### config.mk
export PLATFORM = sky130hd
export DESIGN_NAME = chip8_sprite_draw
export DESIGN_NICKNAME = d
export VERILOG_FILES = /design/src/rtl/chip8_sprite_draw.sv
export SDC_FILE = /design/constraint.sdc
export NUM_CORES = 1
export LEC_CHECK = 0
export CELL_PAD_IN_SITES_DETAIL_PLACEMENT = 2
export CELL_PAD_IN_SITES_GLOBAL_PLACEMENT = 2
export CORE_ASPECT_RATIO = 1.1
export CORE_MARGIN = 1.5
export CORE_UTILIZATION = 35
export CTS_BUF_LIST = sky130_fd_sc_hd__clkbuf_4
export DETAILED_ROUTE_END_ITERATION = 7
export GPL_ROUTABILITY_DRIVEN = 0
export PLACE_DENSITY = 0.86
export SYNTH_ARGS = -nofsm -noshare
export SYNTH_HDL_FRONTEND = slang
export SYNTH_SLANG_ARGS = --single-unit
export TNS_END_PERCENT = 30
### constraint.sdc
create_clock -name CLOCK_50 -period 2.8 [get_ports CLOCK_50]
set_input_delay 0.28 -clock CLOCK_50 [delete_from_list [all_inputs] [get_ports CLOCK_50]]
set_output_delay 0.28 -clock CLOCK_50 [all_outputs]
set_load 0.05 [all_outputs]
### src/rtl/chip8_sprite_draw.sv
// CHIP-8 DRW engine: XORs an n-row sprite from program RAM into a 64x32
// framebuffer (256 bytes, MSB = leftmost pixel), with wrap and collision.
//
// state   | meaning
// --------+-----------------------------------------------------------
// IDLE    | waiting for start; latches operands on acceptance
// SPR_RD  | ram_address = i_addr + r presented to program RAM
// SPR_CAP | sprite byte s captured from ram_q
// FB0_RD  | fb_address = row*8 + b0 presented
// FB0_CAP | fb_q ^ mask0 registered for write, collision accumulated
// FB0_WR  | fb_wren high for the left byte
// FB1_RD  | fb_address = row*8 + b1 presented
// FB1_CAP | fb_q ^ mask1 registered for write, collision accumulated
// FB1_WR  | fb_wren high for the right byte; next row or finish
// DONE    | one-cycle done pulse, busy low
module chip8_sprite_draw (
  input  logic        CLOCK_50,
  input  logic        reset,
  input  logic        start,
  input  logic [7:0]  x,
  input  logic [7:0]  y,
  input  logic [3:0]  n,
  input  logic [11:0] i_addr,
  output logic [11:0] ram_address,
  input  logic [7:0]  ram_q,
  output logic [7:0]  fb_address,
  input  logic [7:0]  fb_q,
  output logic [7:0]  fb_data,
  output logic        fb_wren,
  output logic        busy,
  output logic        done,
  output logic        collision
);

  typedef enum logic [3:0] {
    IDLE, SPR_RD, SPR_CAP, FB0_RD, FB0_CAP, FB0_WR,
    FB1_RD, FB1_CAP, FB1_WR, DONE
  } state_t;

  state_t      state_q, state_d;
  logic [5:0]  x_q, x_d;
  logic [4:0]  y_q, y_d;
  logic [3:0]  n_q, n_d;
  logic [11:0] i_q, i_d;
  logic [3:0]  r_q, r_d;
  logic [7:0]  s_q, s_d;
  logic [11:0] ram_address_q, ram_address_d;
  logic [7:0]  fb_address_q, fb_address_d;
  logic [7:0]  fb_data_q, fb_data_d;
  logic        fb_wren_q, fb_wren_d;
  logic        busy_q, busy_d;
  logic        done_q, done_d;
  logic        collision_q, collision_d;

  // Upper coordinate bits are ignored; the screen is 64x32.
  logic        unused_coord_bits;
  assign unused_coord_bits = ^{x[7:6], y[7:5]};

  logic [15:0] mask16;
  logic [7:0]  mask0, mask1;
  logic [4:0]  row;
  logic [2:0]  b0, b1;

  // Pixel masks for the two framebuffer bytes a sprite row can straddle.
  always_comb begin
    mask16 = {s_q, 8'h00} >> x_q[2:0];
    mask0  = mask16[15:8];
    mask1  = mask16[7:0];
    row    = y_q + {1'b0, r_q};
    b0     = x_q[5:3];
    b1     = x_q[5:3] + 3'd1;
  end

  // Next-state logic; outputs are registered from the state being entered.
  always_comb begin
    state_d       = state_q;
    x_d           = x_q;
    y_d           = y_q;
    n_d           = n_q;
    i_d           = i_q;
    r_d           = r_q;
    s_d           = s_q;
    ram_address_d = ram_address_q;
    fb_address_d  = fb_address_q;
    fb_data_d     = fb_data_q;
    fb_wren_d     = 1'b0;
    busy_d        = busy_q;
    done_d        = 1'b0;
    collision_d   = collision_q;
    case (state_q)
      IDLE: begin
        if (start) begin
          x_d         = x[5:0];
          y_d         = y[4:0];
          n_d         = n;
          i_d         = i_addr;
          r_d         = 4'd0;
          collision_d = 1'b0;
          if (n != 4'd0) begin
            state_d       = SPR_RD;
            busy_d        = 1'b1;
            ram_address_d = i_addr;
          end else begin
            state_d = DONE;
            busy_d  = 1'b0;
            done_d  = 1'b1;
          end
        end
      end
      SPR_RD:  state_d = SPR_CAP;
      SPR_CAP: begin
        s_d          = ram_q;
        state_d      = FB0_RD;
        fb_address_d = {row, b0};
      end
      FB0_RD:  state_d = FB0_CAP;
      FB0_CAP: begin
        state_d     = FB0_WR;
        fb_data_d   = fb_q ^ mask0;
        fb_wren_d   = 1'b1;
        collision_d = collision_q | (|(fb_q & mask0));
      end
      FB0_WR: begin
        state_d      = FB1_RD;
        fb_address_d = {row, b1};
      end
      FB1_RD:  state_d = FB1_CAP;
      FB1_CAP: begin
        state_d     = FB1_WR;
        fb_data_d   = fb_q ^ mask1;
        fb_wren_d   = 1'b1;
        collision_d = collision_q | (|(fb_q & mask1));
      end
      FB1_WR: begin
        if (r_q < n_q - 4'd1) begin
          r_d           = r_q + 4'd1;
          state_d       = SPR_RD;
          ram_address_d = i_q + {8'd0, r_q + 4'd1};
        end else begin
          state_d = DONE;
          busy_d  = 1'b0;
          done_d  = 1'b1;
        end
      end
      DONE:    state_d = IDLE;
      default: state_d = IDLE;
    endcase
  end

  // State and output registers; reset abandons any draw in progress.
  always_ff @(posedge CLOCK_50 or posedge reset) begin
    if (reset) begin
      state_q       <= IDLE;
      x_q           <= '0;
      y_q           <= '0;
      n_q           <= '0;
      i_q           <= '0;
      r_q           <= '0;
      s_q           <= '0;
      ram_address_q <= '0;
      fb_address_q  <= '0;
      fb_data_q     <= '0;
      fb_wren_q     <= 1'b0;
      busy_q        <= 1'b0;
      done_q        <= 1'b0;
      collision_q   <= 1'b0;
    end else begin
      state_q       <= state_d;
      x_q           <= x_d;
      y_q           <= y_d;
      n_q           <= n_d;
      i_q           <= i_d;
      r_q           <= r_d;
      s_q           <= s_d;
      ram_address_q <= ram_address_d;
      fb_address_q  <= fb_address_d;
      fb_data_q     <= fb_data_d;
      fb_wren_q     <= fb_wren_d;
      busy_q        <= busy_d;
      done_q        <= done_d;
      collision_q   <= collision_d;
    end
  end

  assign ram_address = ram_address_q;
  assign fb_address  = fb_address_q;
  assign fb_data     = fb_data_q;
  assign fb_wren     = fb_wren_q;
  assign busy        = busy_q;
  assign done        = done_q;
  assign collision   = collision_q;

endmodule

==> impl_results.md, run 1 <==
* Main synth FF type: dfrtp_1
* Final period util at 95.6%
* Max-slew violations at 0
* GR Util All Layers at 20.6%
* Core area at 12,100 sq um
* Average size of a mapped cell at 10.8 sq um
* Crit. End Element: flip-flop
* P_leak at 2.32 nW
* Skew-Pair Late Insertion Delay at 0.46 ns
* Post-Syn Instances at 409
* Post-synth ARST share at 100%
* Register area share after synthesis at 42.6%
* Vias per cell at 5.38
* I/O Pins at 83
* DR WL/cell at 19.6 microns
* CTS tree: done
* CP Launch Type: flip-flop
* RSZ-0062 raised after global routing: no
* Post-synth EDFFs at 0
* Setup slack at placement at 0.109 ns
* Maximum vdd drop at 487 uV
* WS Path Type: reg2reg
* Clock Skews at 0.0148 ns
* Routed vias at 3,467
* Max Root-Sink Buffers at 2
* Mapped Area at 4410 sq um
* Max Clk Rate at 374 MHz
* Initial core utilization at 36.3%
* Yosys cell types at 57
* Cts repair resizes at 0
* Post-CTS Setup Bufs at 0
* DRT Wirelength at 12,700 microns
* Vias in the first global route at 4,013
* Total global routing overflow at 0
* HPWL after DPL at 9430 microns
* Worst rel slew slack at 38.0%
* Multi-input logic area at 2370 sq um
* Number of I/O port buffers at 77
* CP Max Fanout at 6
* Rows at 42
* Global-route wire length before repair at 20,500 microns
* Initial antenna violation count at 0
* Seq cells post-synth at 75
* Clk root buf: clkbuf_4
* Syn_nets at 477
* Synth area leader: dfrtp_1
* CTS Hold Buffers Added at 0
* Post-synth top area share at 42.6%
* Placed cells at 631
* DRC viols at 0
* N_diodes at 0
* Synth top area cells: dfrtp_1, mux2_1, ha_1
* Die W at 110 microns
* Die Ht at 121 microns
* Clock-pin slew on the worst setup and hold paths at 0.13 ns
* Fillers at 1,317
* DRT iter0 DRCs at 67
* DR pass1 iterations at 4
* Worst Path Arrival at 3.02 ns
* WHS at 0.332 ns
* Synth-to-layout area growth at 24.1%
* Inserted Clock Buffers at 9
* Critical Path RT at 3.14 ns
* Share of layout cells above drive strength 1 at 9.57%
* Max-Cap Viols at 0
* Setup WS post-layout at 0.123 ns
* Antenna viol nets, final at 0
* Largest net degree at the start of global routing at 41
* H-tree levels at 3
* Worst min path class: in2async
* Setup TNS at 0 ns
* Hold Fails Final Rpt at 0
* Total die area at 13,300 sq um
* Worst-Margin Slew at 0.928 ns
* Layout net count at 556
* Outcome: completed
* Warnings, synthesis at 0
* Clk sinks at 75
* Power per cell area at 1260 nW/um^2
* Final cell count without fillers at 645
* Final Setup Violations at 0
* Sequential Area at 1880 sq um
* Crit path time final at 2.68 ns
cells in the final DEF, fill, tap and decap left out, types with 2 or more instances in the layout:
| master | n |
|---|---|
| nand4_1 | 3 |
| xnor2_1 | 12 |
| mux2_1 | 49 |
| inv_1 | 14 |
| mux2i_1 | 15 |
| buf_4 | 9 |
| nor2b_1 | 2 |
| xor2_1 | 15 |
| a21oi_1 | 16 |
| o22ai_1 | 2 |
| mux4_2 | 2 |
| a22oi_1 | 5 |
| o21ai_0 | 2 |
| dfrtp_1 | 75 |
| or3_1 | 2 |
| buf_12 | 2 |
| inv_2 | 2 |
| nor3_1 | 5 |
| clkdlybuf4s50_1 | 77 |
| o21a_1 | 5 |
| and3_1 | 4 |
| nand3b_1 | 5 |
| clkinv_1 | 2 |
| nor2_1 | 26 |
| nand3_1 | 13 |
| clkbuf_4 | 10 |
| a31oi_1 | 3 |
| o21ai_1 | 20 |
| mux2_2 | 11 |
| fa_1 | 2 |
| a32oi_1 | 2 |
| o211ai_1 | 3 |
| a21o_1 | 2 |
| nand2_1 | 35 |
| ha_1 | 15 |
cells by family after synthesis:
family	Yosys count	share of synthesized area (%)
flops	75	42.6
fa+ha+maj	17	5.16
compound gates	71	10.8
buf+inv	36	3.75
mux	77	19.8
xor+xnor	27	5.36
simple gates	106	12.6
worst paths after layout:
path / depth (start not counted) / startpoint / endpoint / slack (ns)
min: 2 / reset / s_q[0] / 0.33
max: 8 / r_q[1] / ram_address[10] / 0.12
min reg2reg: 2 / fb_data[6] / fb_data[6] / 0.50
max in group asynchronous: 3 / reset / ram_address[10] / 1.76
min in group CLOCK_50: 2 / y[4] / y_q[4] / 0.41
max reg2reg: 8 / r_q[1] / ram_address[10] / 0.12
final cells by class:
type / count / share of cell area, %
inverters: 16 / 1.10
flip-flops and latches: 75 / 34.3
well taps: 154 / 3.52
clock buffers: 10 / 1.37
clock inverters: 4 / 0.366
multi-input cells: 298 / 43.3
repair buffers: 88 / 16.1
where the power goes:
part	leakage [nW]	switching [mW]	internal, mW
Sequential	0.907	0.644	1.62
Combinational	1.36	2.35	1.73
Clock	0.0532	0.404	0.176
metrics by stage:
step	power, mW	utilization, %	instance area [sq um]
after floorplan	5.06	-	4410
after global placement	6.12	44.3	5380
after detailed placement	6.40	44.3	5380
after CTS	7.03	45.1	5470
after global routing	7.44	45.1	5470
final	6.92	45.1	5470
per-layer routing:
layer	global-route usage, %	vias to the layer above	share of wire [%]	routed length [microns]
met5	0	-	0	0
li1	-	1617	-	-
met4	6.25	0	1.6	199
met2	38.1	61	54	6900
met1	23.0	1776	41	5140
met3	4.53	13	3.4	433
flip-flops by register name, indices dropped and copies added (netlist names), 5 cells and up:
signal	flops
fb_address	8
fb_data	8
i_q	12
ram_address	12
s_q	8
x_q	6
y_q	5
synthesized netlist by cell type (2+ instances only):
cell       n
nor2_1    26
a32oi_1    2
o21ai_1   20
xnor2_1   12
nor3_1     5
mux2_1    49
nor2b_1    2
and3_1     4
dfrtp_1   75
o21ai_0    2
mux2_2    11
buf_6      2
xor2_1    15
a22oi_1    5
mux2i_1   15
o211ai_1   3
o22ai_1    2
nand3_1   13
buf_2      9
nand4_1    3
fa_1       2
o21a_1     5
nand2_1   35
mux4_2     2
or3_1      2
nand3b_1   5
clkbuf_1   7
a21o_1     2
a31oi_1    3
a21oi_1   16
ha_1      15
inv_1     15
critical path, stage by stage, from the launching register on:
cell and delay, ns:
dfrtp_1 0.47, ha_1 0.36, fa_1 0.48, and3_1 0.21
a211oi_2 0.32, nor3_1 0.13, xnor2_1 0.20, a21oi_1 0.09
mux2_1 0.31
Power figures use the tool's default switching activity.
==> run 2, diff against run 1 <==
--- a/config.mk
+++ b/config.mk
@@ -5,6 +5,7 @@
 export SDC_FILE = /design/constraint.sdc
 export NUM_CORES = 1
 export LEC_CHECK = 0
+export ABC_CLOCK_PERIOD_IN_PS = 2800
 export CELL_PAD_IN_SITES_DETAIL_PLACEMENT = 2
 export CELL_PAD_IN_SITES_GLOBAL_PLACEMENT = 2
 export CORE_ASPECT_RATIO = 1.1
==> results of run 2 <==
Final layout, timing and power as in run 1 (identical DEF).
